$ cat src/rtl/seven_seg_pkg.sv
// Shared constants and types for the seven-segment scan reader.
// Latency: n/a (declarations only).
// Backpressure: n/a.
package seven_seg_pkg;

    // Active-low segment patterns, bit 0 = segment a ... bit 6 = segment g.
    localparam logic [6:0] SEG_0     = 7'h40;
    localparam logic [6:0] SEG_1     = 7'h79;
    localparam logic [6:0] SEG_2     = 7'h24;
    localparam logic [6:0] SEG_3     = 7'h30;
    localparam logic [6:0] SEG_4     = 7'h19;
    localparam logic [6:0] SEG_5     = 7'h12;
    localparam logic [6:0] SEG_6     = 7'h02;
    localparam logic [6:0] SEG_7     = 7'h78;
    localparam logic [6:0] SEG_8     = 7'h00;
    localparam logic [6:0] SEG_9     = 7'h10;
    localparam logic [6:0] SEG_BLANK = 7'h7F;

    localparam logic [3:0] CODE_BLANK   = 4'hF;
    localparam logic [3:0] CODE_INVALID = 4'hE;

    typedef enum logic [1:0] {
        IDLE    = 2'd0,
        COLLECT = 2'd1,
        COMPARE = 2'd2
    } scan_state_t;

endpackage

$ cat src/rtl/seven_seg_scan_reader_encoder.sv
// Segment pattern to 4-bit code; unknown patterns map to CODE_INVALID with invalid set.
// Latency: combinational.
// Backpressure: none.
// Ports: seg (active-low pattern in), code (digit code out), invalid (unrecognised pattern).
module seven_seg_encoder
    import seven_seg_pkg::*;
(
    input  logic [6:0] seg,
    output logic [3:0] code,
    output logic       invalid
);

    always_comb begin
        code    = CODE_INVALID;
        invalid = 1'b1;
        case (seg)
            SEG_0:     begin code = 4'd0;       invalid = 1'b0; end
            SEG_1:     begin code = 4'd1;       invalid = 1'b0; end
            SEG_2:     begin code = 4'd2;       invalid = 1'b0; end
            SEG_3:     begin code = 4'd3;       invalid = 1'b0; end
            SEG_4:     begin code = 4'd4;       invalid = 1'b0; end
            SEG_5:     begin code = 4'd5;       invalid = 1'b0; end
            SEG_6:     begin code = 4'd6;       invalid = 1'b0; end
            SEG_7:     begin code = 4'd7;       invalid = 1'b0; end
            SEG_8:     begin code = 4'd8;       invalid = 1'b0; end
            SEG_9:     begin code = 4'd9;       invalid = 1'b0; end
            SEG_BLANK: begin code = CODE_BLANK; invalid = 1'b0; end
            default:   begin code = CODE_INVALID; invalid = 1'b1; end
        endcase
    end

endmodule

$ cat src/rtl/seven_seg_scan_reader.sv
// Recovers digit codes from a multiplexed active-low 7-seg bus; publishes after STABLE_FRAMES identical frames.
// Latency: sample accepted MIN_DWELL cycles after the last input change; valid one cycle after COMPARE.
// Backpressure: none; observe-only, outputs are pulses with held digits.
// Ports: clk, rst (async high); seg/an observed bus; digits/digit_err published frame;
//        valid pulses on publish; frame_err pulses when a multi-low anode pattern aborts a frame.
module seven_seg_scan_reader
    import seven_seg_pkg::*;
#(
    parameter int NUM_DIGITS    = 4,
    parameter int MIN_DWELL     = 4,
    parameter int STABLE_FRAMES = 2
) (
    input  logic                    clk,
    input  logic                    rst,
    input  logic [6:0]              seg,
    input  logic [NUM_DIGITS-1:0]   an,
    output logic [4*NUM_DIGITS-1:0] digits,
    output logic [NUM_DIGITS-1:0]   digit_err,
    output logic                    valid,
    output logic                    frame_err
);

    localparam int DW = $clog2(MIN_DWELL + 1);
    localparam int MW = (STABLE_FRAMES > 1) ? $clog2(STABLE_FRAMES) : 1;
    localparam logic [DW-1:0] DWELL_MAX = DW'(MIN_DWELL);
    localparam logic [DW-1:0] DWELL_HIT = DW'(MIN_DWELL - 1);
    localparam logic [MW-1:0] MATCH_MAX = MW'(STABLE_FRAMES - 1);

    logic [NUM_DIGITS-1:0]   an_prev_q, an_prev_d;
    logic [6:0]              seg_prev_q, seg_prev_d;
    logic [DW-1:0]           dwell_q, dwell_d;
    logic [4*NUM_DIGITS-1:0] buf_code_q, buf_code_d;
    logic [NUM_DIGITS-1:0]   buf_err_q, buf_err_d;
    logic [NUM_DIGITS-1:0]   seen_q, seen_d;
    logic [4*NUM_DIGITS-1:0] prev_code_q, prev_code_d;
    logic [NUM_DIGITS-1:0]   prev_err_q, prev_err_d;
    logic                    prev_vld_q, prev_vld_d;
    logic [MW-1:0]           match_q, match_d;
    logic [4*NUM_DIGITS-1:0] pub_code_q, pub_code_d;
    logic [NUM_DIGITS-1:0]   pub_err_q, pub_err_d;
    logic                    valid_q, valid_d;
    logic                    ferr_q, ferr_d;
    scan_state_t             state_q, state_d;

    logic [NUM_DIGITS-1:0]   an_low;
    logic                    one_hot, multi_low, same_in, dwell_hit;
    logic                    accept, abort, same_frame;
    logic [3:0]              enc_code;
    logic                    enc_invalid;

    seven_seg_encoder u_enc (
        .seg     (seg),
        .code    (enc_code),
        .invalid (enc_invalid)
    );

    // Dwell qualification: the hit fires exactly once per stable stretch
    // because the counter moves past DWELL_HIT to DWELL_MAX and sticks there.
    always_comb begin
        an_low    = ~an;
        multi_low = (an_low & (an_low - NUM_DIGITS'(1))) != '0;
        one_hot   = (an_low != '0) && !multi_low;
        same_in   = (an == an_prev_q) && (seg == seg_prev_q);

        an_prev_d  = an;
        seg_prev_d = seg;
        if (!same_in) begin
            dwell_d = '0;
        end else if (dwell_q == DWELL_MAX) begin
            dwell_d = dwell_q;
        end else begin
            dwell_d = dwell_q + DW'(1);
        end
        dwell_hit = (dwell_d == DWELL_HIT);
        accept    = dwell_hit && one_hot;
        abort     = dwell_hit && multi_low;
    end

    always_comb begin
        state_d     = state_q;
        seen_d      = seen_q;
        buf_code_d  = buf_code_q;
        buf_err_d   = buf_err_q;
        prev_code_d = prev_code_q;
        prev_err_d  = prev_err_q;
        prev_vld_d  = prev_vld_q;
        match_d     = match_q;
        pub_code_d  = pub_code_q;
        pub_err_d   = pub_err_q;
        valid_d     = 1'b0;
        ferr_d      = 1'b0;
        same_frame  = prev_vld_q && (buf_code_q == prev_code_q) && (buf_err_q == prev_err_q);

        if (abort) begin
            // Abort beats any pending comparison.
            ferr_d  = 1'b1;
            seen_d  = '0;
            state_d = IDLE;
        end else begin
            if (state_q == COMPARE) begin
                if (same_frame) begin
                    match_d = (match_q == MATCH_MAX) ? match_q : match_q + MW'(1);
                end else begin
                    match_d     = '0;
                    prev_code_d = buf_code_q;
                    prev_err_d  = buf_err_q;
                    prev_vld_d  = 1'b1;
                end
                if ((match_d == MATCH_MAX) &&
                    ((buf_code_q != pub_code_q) || (buf_err_q != pub_err_q))) begin
                    pub_code_d = buf_code_q;
                    pub_err_d  = buf_err_q;
                    valid_d    = 1'b1;
                end
                seen_d = '0;
            end

            // A sample landing in the COMPARE cycle starts the next frame;
            // the comparison above reads the pre-write buffer.
            if (accept) begin
                for (int i = 0; i < NUM_DIGITS; i++) begin
                    if (an_low[i]) begin
                        buf_code_d[4*i +: 4] = enc_code;
                        buf_err_d[i]         = enc_invalid;
                    end
                end
                seen_d = seen_d | an_low;
            end

            case (state_q)
                IDLE:    if (accept) state_d = (&seen_d) ? COMPARE : COLLECT;
                COLLECT: if (&seen_d) state_d = COMPARE;
                COMPARE: state_d = (&seen_d) ? COMPARE : COLLECT;
                default: state_d = IDLE;
            endcase
        end
    end

    always_ff @(posedge clk or posedge rst) begin
        if (rst) begin
            an_prev_q   <= '1;
            seg_prev_q  <= SEG_BLANK;
            dwell_q     <= '0;
            buf_code_q  <= '0;
            buf_err_q   <= '0;
            seen_q      <= '0;
            prev_code_q <= '0;
            prev_err_q  <= '0;
            prev_vld_q  <= 1'b0;
            match_q     <= '0;
            pub_code_q  <= '1;
            pub_err_q   <= '0;
            valid_q     <= 1'b0;
            ferr_q      <= 1'b0;
            state_q     <= IDLE;
        end else begin
            an_prev_q   <= an_prev_d;
            seg_prev_q  <= seg_prev_d;
            dwell_q     <= dwell_d;
            buf_code_q  <= buf_code_d;
            buf_err_q   <= buf_err_d;
            seen_q      <= seen_d;
            prev_code_q <= prev_code_d;
            prev_err_q  <= prev_err_d;
            prev_vld_q  <= prev_vld_d;
            match_q     <= match_d;
            pub_code_q  <= pub_code_d;
            pub_err_q   <= pub_err_d;
            valid_q     <= valid_d;
            ferr_q      <= ferr_d;
            state_q     <= state_d;
        end
    end

    assign digits    = pub_code_q;
    assign digit_err = pub_err_q;
    assign valid     = valid_q;
    assign frame_err = ferr_q;

endmodule
$ cat config.mk
export PLATFORM = sky130hd
export DESIGN_NAME = seven_seg_scan_reader
export DESIGN_NICKNAME = d
export VERILOG_FILES = /design/src/rtl/seven_seg_pkg.sv /design/src/rtl/seven_seg_scan_reader_encoder.sv /design/src/rtl/seven_seg_scan_reader.sv
export SDC_FILE = /design/constraint.sdc
export NUM_CORES = 1
export LEC_CHECK = 0
export CORE_UTILIZATION = 50
export CTS_CLUSTER_SIZE = 40
export DETAILED_ROUTE_END_ITERATION = 12
export MAX_ROUTING_LAYER = met4
export PLACE_DENSITY = 0.7
export SETUP_SLACK_MARGIN = 0.15
export SLEW_MARGIN = 20
export SYNTH_ARGS = -nofsm -noshare
export SYNTH_HDL_FRONTEND = slang
export SYNTH_SLANG_ARGS = --single-unit
$ cat constraint.sdc
create_clock -name clk -period 6.5 [get_ports clk]
set_clock_uncertainty 0.2 [all_clocks]
set_input_delay 1.3 -clock clk [delete_from_list [all_inputs] [get_ports clk]]
set_output_delay 1.3 -clock clk [all_outputs]
set_load 0.005 [all_outputs]
Word level (Yosys, flattened, before mapping)
Index checks and enable logic that the tools add are counted.

storage, ports and cells
  bits in registers = 84
  output and inout bits = 22
  word-level logic and storage cells = 96

cells by class
  $add $sub $neg = 3
  equality and inequality tests = 22
  multiplexer cells = 22
  bitwise logic cells = 5
  reductions and logical operators = 23

operator list
  operator              number
  $pmux W4 S11          1
  $eq A7 B7 Y1 const B  4
  $eq A7 B5 Y1 const B  3
  $mux W4               5
  $reduce_and A3 Y1     6
  $eq A16 B16 Y1        1
  $ne A16 B16 Y1        1
  $eq A7 B6 Y1 const B  2
  $reduce_or A11 Y1     1
  $mux W1               9
  $eq A4 B4 Y1          2
  $mux W2               4
  $reduce_bool A4 Y1    2
  $eq A7 B2 Y1 const B  1
  $eq A7 B7 Y1          1
  $logic_and A1 B1 Y1   7
  $logic_not A7 Y1      1
  $mux W3               2
  $ne A3 B3 Y1 const B  2
  $pmux W2 S3           1
  $and A4 B4 Y4         1
  $ne A4 B4 Y1          1
  $not A4 Y4            1
  $or A4 B4 Y4          1
  13 further kinds      15

Longest topological paths before layout
Gate-level depths: netlist of run 1.

  word-level depth = 14
  gate-level depth with buffers = 10
  depth with buffers taken out = 8

Modules after synthesis
From an unflattened synthesis of run 1, not the netlist that was laid out.

unflattened totals
  cell total of the unflattened synthesis = 324
  area total of the unflattened synthesis = 4312.9 um^2

modules (own cells, without submodules)
  module                 instances  cells an instance  area each (um^2)  seq. area each (um^2)
  seven_seg_scan_reader  1          287                4066.4            2110.8
  seven_seg_encoder      1          37                 246.5             0.0

Worst setup path after synthesis of run 1
OpenSTA, ideal clock, no wires.

  kind = in2reg
  from = input seg[4]
  to = register prev_code_q[10]
  setup time = 0.125 ns
  data arrival time = 2.972 ns
  path slack = 3.203 ns
  cell stages on the path = 9
  buffers on the path = 3
  cell sequence = buf_2 > xnor2_1 > nand4_2 > nor4_2 > and3_1 > buf_6 > or3b_4 > buf_6 > mux2_4

between the ends
  word-level cells in the longest chain between the ends = 7

RTL lines
  item                         RTL line                      RTL
  start, declared              seven_seg_scan_reader.sv:15   input logic [6:0] seg,
  $eq A7 B7 Y1                 seven_seg_scan_reader.sv:63   same_in = (an == an_prev_q) && (seg == seg_prev_q);
  $logic_and A1 B1 Y1          seven_seg_scan_reader.sv:63
  $mux W3                      seven_seg_scan_reader.sv:67   if (!same_in) begin
  $eq A3 B2 Y1                 seven_seg_scan_reader.sv:74   dwell_hit = (dwell_d == DWELL_HIT);
  $logic_and A1 B1 Y1          seven_seg_scan_reader.sv:76   abort = dwell_hit && multi_low;
  net abort                    seven_seg_scan_reader.sv:47   logic accept, abort, same_frame;
  $not A1 Y1 (no line)         -
  $reduce_and A3 Y1 (no line)  -
  end signal, assigned         seven_seg_scan_reader.sv:163  prev_code_q <= prev_code_d;
  end, declared                seven_seg_scan_reader.sv:35   logic [4*NUM_DIGITS-1:0] prev_code_q, prev_code_d;

The timed path passes the listed nets, and every way through them passes these cells.
A chain may end at the register's enable or synchronous reset.

Worst setup path in the final report of run 1
  from = input seg[2]
  to = register prev_code_q[14]

between the ends
  word-level cells in the longest chain between the ends = 7

RTL lines
  item                         RTL line
  $eq A7 B7 Y1                 seven_seg_scan_reader.sv:63
  $logic_and A1 B1 Y1          seven_seg_scan_reader.sv:63
  $mux W3                      seven_seg_scan_reader.sv:67
  $eq A3 B2 Y1                 seven_seg_scan_reader.sv:74
  $logic_and A1 B1 Y1          seven_seg_scan_reader.sv:76
  $not A1 Y1 (no line)         -
  $reduce_and A3 Y1 (no line)  -

No other way between the ends.

==> impl_metrics.py, run 1 <==
metrics = {
    "status": {
        "status": "finished clean",
    },
    "global_routing": {
        "first_global_vias": 2592,
        "grt_util_met3_pct": 4.146,
        "grt_max_degree": 84,
        "use_met2_pct": 30.94,
        "gr-total-overflow": 0,
        "track_usage_pct": 21.55,
        "grt_first_pass_wirelength_um": 13630,
        "gr-usage-met1_pct": 29.53,
        "grt_antenna_before_repair": 0,
        "busiest_layer": "met2",
    },
    "route": {
        "vias": 2617,
        "final_antenna_net_count": 0,
        "dr.pass1.iters": 4,
        "post_drt_wl_per_cell_um": 17.24,
        "drt_wl_total_um": 8121,
        "drt-initial-drc-count": 118,
        "drc": 0,
        "routed_via_density": 5.556,
    },
    "floorplanning": {
        "die_h_um": 93.20,
        "die-area_um2": 8686,
        "start_util_pct": 52.73,
        "die_w_um": 93.20,
        "ios": 35,
        "fp.coreArea_um2": 7888,
        "rows": 32,
    },
    "timing": {
        "maxSlewHeadroom_pct": 50.52,
        "fin_crit_sh_pct": 61.81,
        "finalWorstSetupSlack_ns": 2.482,
        "setup-tns-final_ns": 0,
        "rsz0062_at_grt": "no",
        "max_clock_freq_mhz": 248.9,
        "hold_viol": 0,
        "worst_pin_slew_ns": 0.7422,
        "maxSlewViolCount": 0,
        "setup_viol": 0,
        "period_minus_slack_ns": 4.018,
    },
    "critical_path": {
        "crit_arrival_ns": 4.06,
        "crit_fanout": 21,
        "start_kind": "input port",
        "crit_required_ns": 6.54,
        "r2r_cells": 9,
        "worstSetupPathType": "in2reg",
        "critical_path.endpoint_type": "register",
    },
    "cells_and_area": {
        "antenna_cells": 0,
        "post-route-util_pct": 60.36,
        "multi_input_area_um2": 1938,
        "most-common-layout-cells": "56 x dfrtp_1, 41 x mux2_2, 38 x xnor2_1",
        "fin_nets": 379,
        "regArea_um2": 2111,
        "fillers": 651,
        "syn2layout_area_growth_pct": 14.47,
        "stdcell_count": 471,
        "layout_commonest_cell": "dfrtp_1",
        "drive_gt1_share_pct": 30.89,
        "final_cell_area_um2": 4761,
    },
    "place": {
        "dpl.hpwl_um": 5590,
        "gp_congestion": 0.7857,
        "dp_slack_ns": 2.119,
        "port_buffers": 34,
        "post-place-cells": 455,
        "placed_area_um2": 4556,
    },
    "clock_network": {
        "cts_tree": "done",
        "clk_pin_slew_ns": 0.08,
        "clockBufferDepth": 2,
        "cts_buffers": 9,
        "htreeDepth": 3,
        "post-cts-setup-buffer-count": 0,
        "clk_root_buffer_cell": "clkbuf_8",
        "clk_latency_ns": 0.36,
        "ctsHoldBuffers": 0,
        "cts_resized": 0,
        "clkSinkCount": 83,
    },
    "yosys": {
        "synth_mux_area_share_pct": 17.96,
        "ys_async_sr_fraction_pct": 100.0,
        "ys_seq_area_share_pct": 50.75,
        "synth_compound_area_share_pct": 4.242,
        "synth_cells": 333,
        "synth_top_flop_cell": "dfrtp_1",
        "synth-seq-cells": 83,
        "post_synth_num_cell_types": 45,
        "yosys.area_share.adder_pct": 0.8424,
        "synth-simple-area-share_pct": 11.97,
        "syn-num-nets": 348,
        "ys_warn_count": 0,
        "synth_area_per_cell_um2": 12.49,
        "synth_xor_area_share_pct": 11.37,
        "synth_top_family_by_area": "multiplexers",
        "syn_area_um2": 4159,
        "synth_edf_count": 0,
    },
    "power_and_ir_drop": {
        "p_leak_uw": 0.002201,
        "ir_drop_mv": 0.1064,
        "p_per_area_nw_per_um2": 199.3,
    },
    "flow_run": {
        "cap_violations": 0,
    },
    "hold_path": {
        "hold_class": "reg2reg",
        "min_path_cells": 1,
    },
}
[cells by family after synthesis]
family          Yosys count
simple gates             85
flops                    83
mux                      60
xor+xnor                 54
compound gates           26
buf+inv                  22
fa+ha+maj                 3
[path summary, 6_finish.rpt]
kind / start / endpoint / slack, ns
worst max-delay path: seg[2] / prev_code_q[14] / 2.48
worst min-delay path: prev_vld_q / prev_vld_q / 0.30
worst max register to register: dwell_q[0] / digit_err[0] / 3.34
worst min register to register: prev_vld_q / prev_vld_q / 0.30
max in group asynchronous: rst / buf_code_q[8] / 4.34
min in group asynchronous: rst / dwell_q[1] / 1.24
[routing by layer]
metal / vias to the layer above / share of wire [%] / wire length, µm
met5: - / 0 / 0
met2: 64 / 45 / 3661
met4: 0 / 2.5 / 206
met1: 1303 / 48 / 3891
met3: 17 / 4.4 / 361
li1: 1233 / - / -
[power by group]
part / leakage [µW] / switching [µW] / internal, µW
Combinational: 0.00105 / 30.4 / 17.8
Clock: 0.0000999 / 187 / 189
Sequential: 0.00105 / 1.68 / 523
Total: 0.00220 / 219 / 730
[stage by stage]
step                      hold slack [ns]  total power (µW)
after floorplan                    0.2569             566.2
after global placement             0.2736             581.9
after detailed placement           0.2786             582.6
after CTS                          0.3018             957.8
after global routing               0.3500             984.2
final                              0.3031             948.8
[registers in the layout, summed over array words and instances (netlist names), 2 cells and up]
name,cells
an_prev_q,4
buf_code_q,16
seg_prev_q,7
buf_err_q,4
prev_err_q,4
prev_code_q,16
digits,16
digit_err,4
dwell_q,3
seen_q,4
state_q,2
[Yosys cell counts, types with 3 or more instances]
master,number,area (µm²)
a21oi_1,8,40.04
buf_2,11,55.05
buf_6,3,33.78
dfrtp_1,56,1401
dfstp_2,27,709.4
inv_1,6,22.52
mux2_2,41,461.7
mux2_4,19,285.3
nand2_1,14,52.55
nand2b_1,4,25.02
nand3_1,9,45.04
nand4_1,11,68.82
nor2_1,14,52.55
nor2b_1,3,18.77
nor3_1,5,25.02
nor4_1,8,50.05
o21ai_0,5,25.02
xnor2_1,38,332.8
xor2_1,16,140.1
[layout make-up]
cell class	instances	share of cell area (%)
flip-flops and latches	83	44.34
repair buffers	36	7.543
clock inverters	5	1.261
multi-input cells	228	40.71
well taps	102	2.681
inverters	6	0.4993
clock buffers	11	2.970
[critical path: stages]
cell	delay (ns)
clkdlybuf4s50_1	0.64
xnor2_1	0.31
nand4_2	0.14
nor4_2	0.33
and3_1	0.44
or3b_4	0.51
mux2_2	0.39
Note: power is estimated with default switching activity, not from simulation.
==> run 2: changes to the inputs <==
Clock period 6.5 ns to 4.1 ns, I/O delays scaled along.
==> impl_metrics.py, run 2 (synthesized netlist as in run 1, its figures left out) <==
metrics = {
    "status": {
        "status": "finished clean",
    },
    "critical_path": {
        "crit_fanout": 21,
        "slowest_stage": "clkdlybuf4s50_1",
        "crit_arrival_ns": 3.28,
        "rr_endpoint": "digit_err[1]",
        "endpoint": "prev_code_q[14]",
        "r2r-start": "dwell_q[0]",
        "worstSetupPathType": "in2reg",
        "crit_required_ns": 4.14,
        "critical_path.endpoint_type": "register",
        "r2r_cells": 10,
        "path_cells": "clkdlybuf4s50_1 > xnor2_1 > nand4_1 > nor4_2 > and3_1 > or3b_4 > mux2_2",
        "start_kind": "input port",
        "r2r_slack_ns": 1.24,
        "critPathLaunch": "seg[1]",
        "cpPeakStageDelay_ns": 0.71,
    },
    "route": {
        "dr.pass1.iters": 4,
        "dr_wl_met3_um": 269,
        "wl_met1_um": 3987,
        "final_antenna_net_count": 0,
        "met2_length_um": 3633,
        "vias": 2614,
        "post_drt_wl_per_cell_um": 16.80,
        "drt-initial-drc-count": 140,
        "drc": 0,
        "routed_via_density": 5.469,
        "drt_wl_total_um": 8031,
        "routed.top_layer": "met4",
    },
    "timing": {
        "hold_viol": 0,
        "maxSlewHeadroom_pct": 58.28,
        "fin_crit_sh_pct": 78.87,
        "setup_viol": 0,
        "period_minus_slack_ns": 3.233,
        "rsz0062_at_grt": "no",
        "max_clock_freq_mhz": 309.3,
        "setup-tns-final_ns": 0,
        "worst_pin_slew_ns": 0.6200,
        "whs_ns": 0.3266,
        "maxSlewViolCount": 0,
    },
    "clock_network": {
        "clk_latency_ns": 0.36,
        "post-cts-setup-buffer-count": 0,
        "clockBufferDepth": 2,
        "clkSinkCount": 83,
        "clk_pin_slew_ns": 0.08,
        "cts_buffers": 9,
        "clk_root_buffer_cell": "clkbuf_8",
        "ctsHoldBuffers": 0,
        "cts_resized": 0,
        "cts_tree": "done",
        "htreeDepth": 3,
    },
    "global_routing": {
        "grt_antenna_before_repair": 0,
        "grt_max_degree": 53,
        "gr-total-overflow": 0,
        "first_global_vias": 2680,
        "track_usage_pct": 21.45,
        "grt_first_pass_wirelength_um": 13590,
    },
    "power_and_ir_drop": {
        "total_power_uw": 1558,
        "p_leak_uw": 0.002249,
        "p_per_area_nw_per_um2": 321.9,
        "ir_drop_mv": 0.1463,
    },
    "floorplanning": {
        "die-area_um2": 8686,
        "rows": 32,
        "ios": 35,
        "fp.coreArea_um2": 7888,
        "start_util_pct": 52.73,
        "die_h_um": 93.20,
        "die_w_um": 93.20,
    },
    "cells_and_area": {
        "syn2layout_area_growth_pct": 16.37,
        "fillers": 641,
        "fin_nets": 386,
        "antenna_cells": 0,
        "regArea_um2": 2111,
        "layout_commonest_cell": "dfrtp_1",
        "drive_gt1_share_pct": 32.18,
        "final_cell_area_um2": 4840,
        "multi_input_area_um2": 1938,
        "most-common-layout-cells": "56 x dfrtp_1, 41 x mux2_2, 38 x xnor2_1",
    },
    "hold_path": {
        "hold_class": "reg2reg",
    },
    "flow_run": {
        "cap_violations": 0,
    },
    "place": {
        "gp_congestion": 0.8187,
        "dpl.hpwl_um": 5821,
        "placed_area_um2": 4621,
        "port_buffers": 34,
    },
}
run 2: worst min-delay path by stage:
stage                     cells past startpoint    endpoint  slack, ns        from
after floorplan                               1  prev_vld_q       0.26  prev_vld_q
after global placement                        1  prev_vld_q       0.29  prev_vld_q
after detailed placement                      1  prev_vld_q       0.30  prev_vld_q
after CTS                                     1  prev_vld_q       0.32  prev_vld_q
after global routing                          1  prev_vld_q       0.35  prev_vld_q
final                                         1  prev_vld_q       0.33  prev_vld_q
run 2: through the flow:
step	std cells	util [%]	setup WS, ns
2_1_floorplan	333	-	0.9879
3_3_place_gp	462	58.58	0.5360
3_5_place_dp	462	58.58	0.5098
4_1_cts	478	61.36	0.8810
5_1_grt	478	61.36	0.7280
6_report	478	61.36	0.8665
run 2: critical path: cells and delay by family:
kind          cells  cell delay [ns]
xor+xnor          1             0.16
buf+inv           1             0.71
mux               1             0.39
simple gates      4             1.18
run 2: area by class of cell:
class                   instances  area share (%)
multi-input cells             228           40.05
clock buffers                  11           2.921
clock inverters                 5           1.603
well taps                     102           2.637
flip-flops and latches         83           43.61
inverters                       6          0.4912
repair buffers                 43           8.687
run 2: layer usage:
metal / vias to the layer above / GRT usage, %
met4: 0 / 8.846
met2: 45 / 30.51
met1: 1312 / 30.46
met3: 14 / 3.740
met5: - / -
li1: 1243 / -
run 2: where the power goes:
group | switching [µW] | total (µW) | internal, µW
clock network | 288 | 645 | 358
logic | 48.7 | 81.2 | 32.4
registers | 2.75 | 832 | 829
==> run 3: changes to the inputs <==
Clock period 4.1 ns to 3.3 ns, I/O delays scaled along.
==> impl_metrics.py, run 3 (synthesized netlist as in run 1, its figures left out) <==
metrics = {
    "clock_network": {
        "cts_tree": "done",
        "clkSinkCount": 83,
        "cts_buffers": 9,
        "htreeDepth": 3,
        "post-cts-setup-buffer-count": 0,
        "clk_pin_slew_ns": 0.09,
        "cts_resized": 0,
        "clk_latency_ns": 0.36,
        "clockBufferDepth": 2,
        "clk_root_buffer_cell": "clkbuf_8",
        "ctsHoldBuffers": 0,
    },
    "floorplanning": {
        "die_h_um": 93.20,
        "die_w_um": 93.20,
        "rows": 32,
        "die-area_um2": 8686,
        "ios": 35,
        "start_util_pct": 52.73,
        "fp.coreArea_um2": 7888,
    },
    "route": {
        "routed_via_density": 5.444,
        "post_drt_wl_per_cell_um": 16.97,
        "vias": 2673,
        "drt-initial-drc-count": 115,
        "dr.pass1.iters": 4,
        "drc": 0,
        "drt_wl_total_um": 8331,
        "final_antenna_net_count": 0,
    },
    "power_and_ir_drop": {
        "intPower_uw": 1499,
        "p_sw_uw": 442.4,
        "p_per_area_nw_per_um2": 391.6,
        "p_leak_uw": 0.002326,
        "ir_drop_mv": 0.2081,
        "total_power_uw": 1942,
        "switching_share_pct": 22.78,
        "comb_power_share_pct": 5.5,
        "clkPwrFrac_pct": 41.3,
        "p_seq_share_pct": 53.2,
    },
    "hold_path": {
        "hold_class": "reg2reg",
    },
    "timing": {
        "rsz0062_at_grt": "no",
        "max_clock_freq_mhz": 352.0,
        "fin_crit_sh_pct": 86.09,
        "worst_pin_slew_ns": 0.6479,
        "period_minus_slack_ns": 2.841,
        "finalWorstSetupSlack_ns": 0.4592,
        "setup_viol": 0,
        "maxSlewViolCount": 0,
        "hold_viol": 0,
        "setup-tns-final_ns": 0,
        "maxSlewHeadroom_pct": 56.76,
    },
    "place": {
        "port_buffers": 34,
        "dpl.hpwl_um": 6023,
        "dp_slack_ns": 0.08932,
        "post-place-cells": 475,
        "gp_congestion": 0.8120,
    },
    "critical_path": {
        "crit_required_ns": 3.34,
        "critical_path.endpoint_type": "register",
        "cp_top_family": "compound AO/OA/AOI/OAI gates",
        "slowest_stage": "clkdlybuf4s50_1",
        "start_kind": "input port",
        "worstSetupPathType": "in2reg",
        "path_buf_inv": 1,
        "crit_arrival_ns": 2.88,
        "crit_fanout": 6,
        "path_cells": "clkdlybuf4s50_1 > or3b_2 > a211oi_2 > nand2b_1 > o211a_1 > a211o_1 > mux2_2",
        "cpPeakStageDelay_ns": 0.53,
    },
    "cells_and_area": {
        "most-common-layout-cells": "56 x dfrtp_1, 41 x mux2_2, 38 x xnor2_1",
        "fin_nets": 399,
        "syn2layout_area_growth_pct": 19.22,
        "antenna_cells": 0,
        "stdcell_count": 491,
        "layout_commonest_cell": "dfrtp_1",
        "drive_gt1_share_pct": 34.70,
    },
    "global_routing": {
        "first_global_vias": 2742,
        "grt_antenna_before_repair": 0,
        "track_usage_pct": 22.37,
        "grt_first_pass_wirelength_um": 14180,
        "gr-total-overflow": 0,
        "grt_max_degree": 47,
    },
    "flow_run": {
        "cap_violations": 0,
    },
    "status": {
        "status": "finished clean",
    },
}
-- run 3: metal layers --
layer  wire length, µm  vias up  track usage, %
met4               189        0           9.359
met1              4157     1352           31.25
met3               182       13           3.333
met5                 0        -               -
li1                  -     1268               -
met2              3802       40           32.72
-- run 3: path summary, 6_finish.rpt --
path,startpoint,to,slack [ns],depth (start not counted)
min reg2reg,prev_vld_q,prev_vld_q,0.30,1
max,seg[0],buf_code_q[5],0.46,7
min,prev_vld_q,prev_vld_q,0.30,1
min in group asynchronous,rst,dwell_q[1],0.50,2
max in group asynchronous,rst,digits[4],1.69,3
max reg2reg,dwell_q[0],digit_err[0],0.51,9
-- run 3: layout make-up --
type	instances	area, µm²
flip-flops and latches	83	2111
clock buffers	9	123.9
multi-input cells	228	1938
clock inverters	7	91.34
repair buffers	56	543.0
well taps	102	127.6
fillers	623	2929
inverters	6	23.77
-- run 3: metrics by stage --
step	utilization (%)	hold slack (ns)	instance area (µm²)
floorplan	-	0.2569	4159
global placement	60.14	0.2740	4743
CTS	62.86	0.3034	4959
finish	62.86	0.3035	4959
detailed placement	60.14	0.2834	4743
global route	62.86	0.3242	4959
-- run 3: power groups by stage --
stage               sequential, µW  combinational [µW]  clock (µW)
floorplan                     1050                64.2           0
global placement              1050                 106           0
detailed placement            1050                 108           0
CTS                           1030                 109         810
global route                  1030                 120         849
finish                        1030                 107         802
-- run 3: worst reg2reg max path: cells and delay by family (launching register included) --
kind / cells / cell delay [ns]
and+or+nand+nor: 4 / 0.85
AOI/OAI and AO/OA: 1 / 0.27
muxes: 1 / 0.37
DFF: 1 / 0.42
adders and majority gates: 1 / 0.17
buffers and inverters: 2 / 0.40
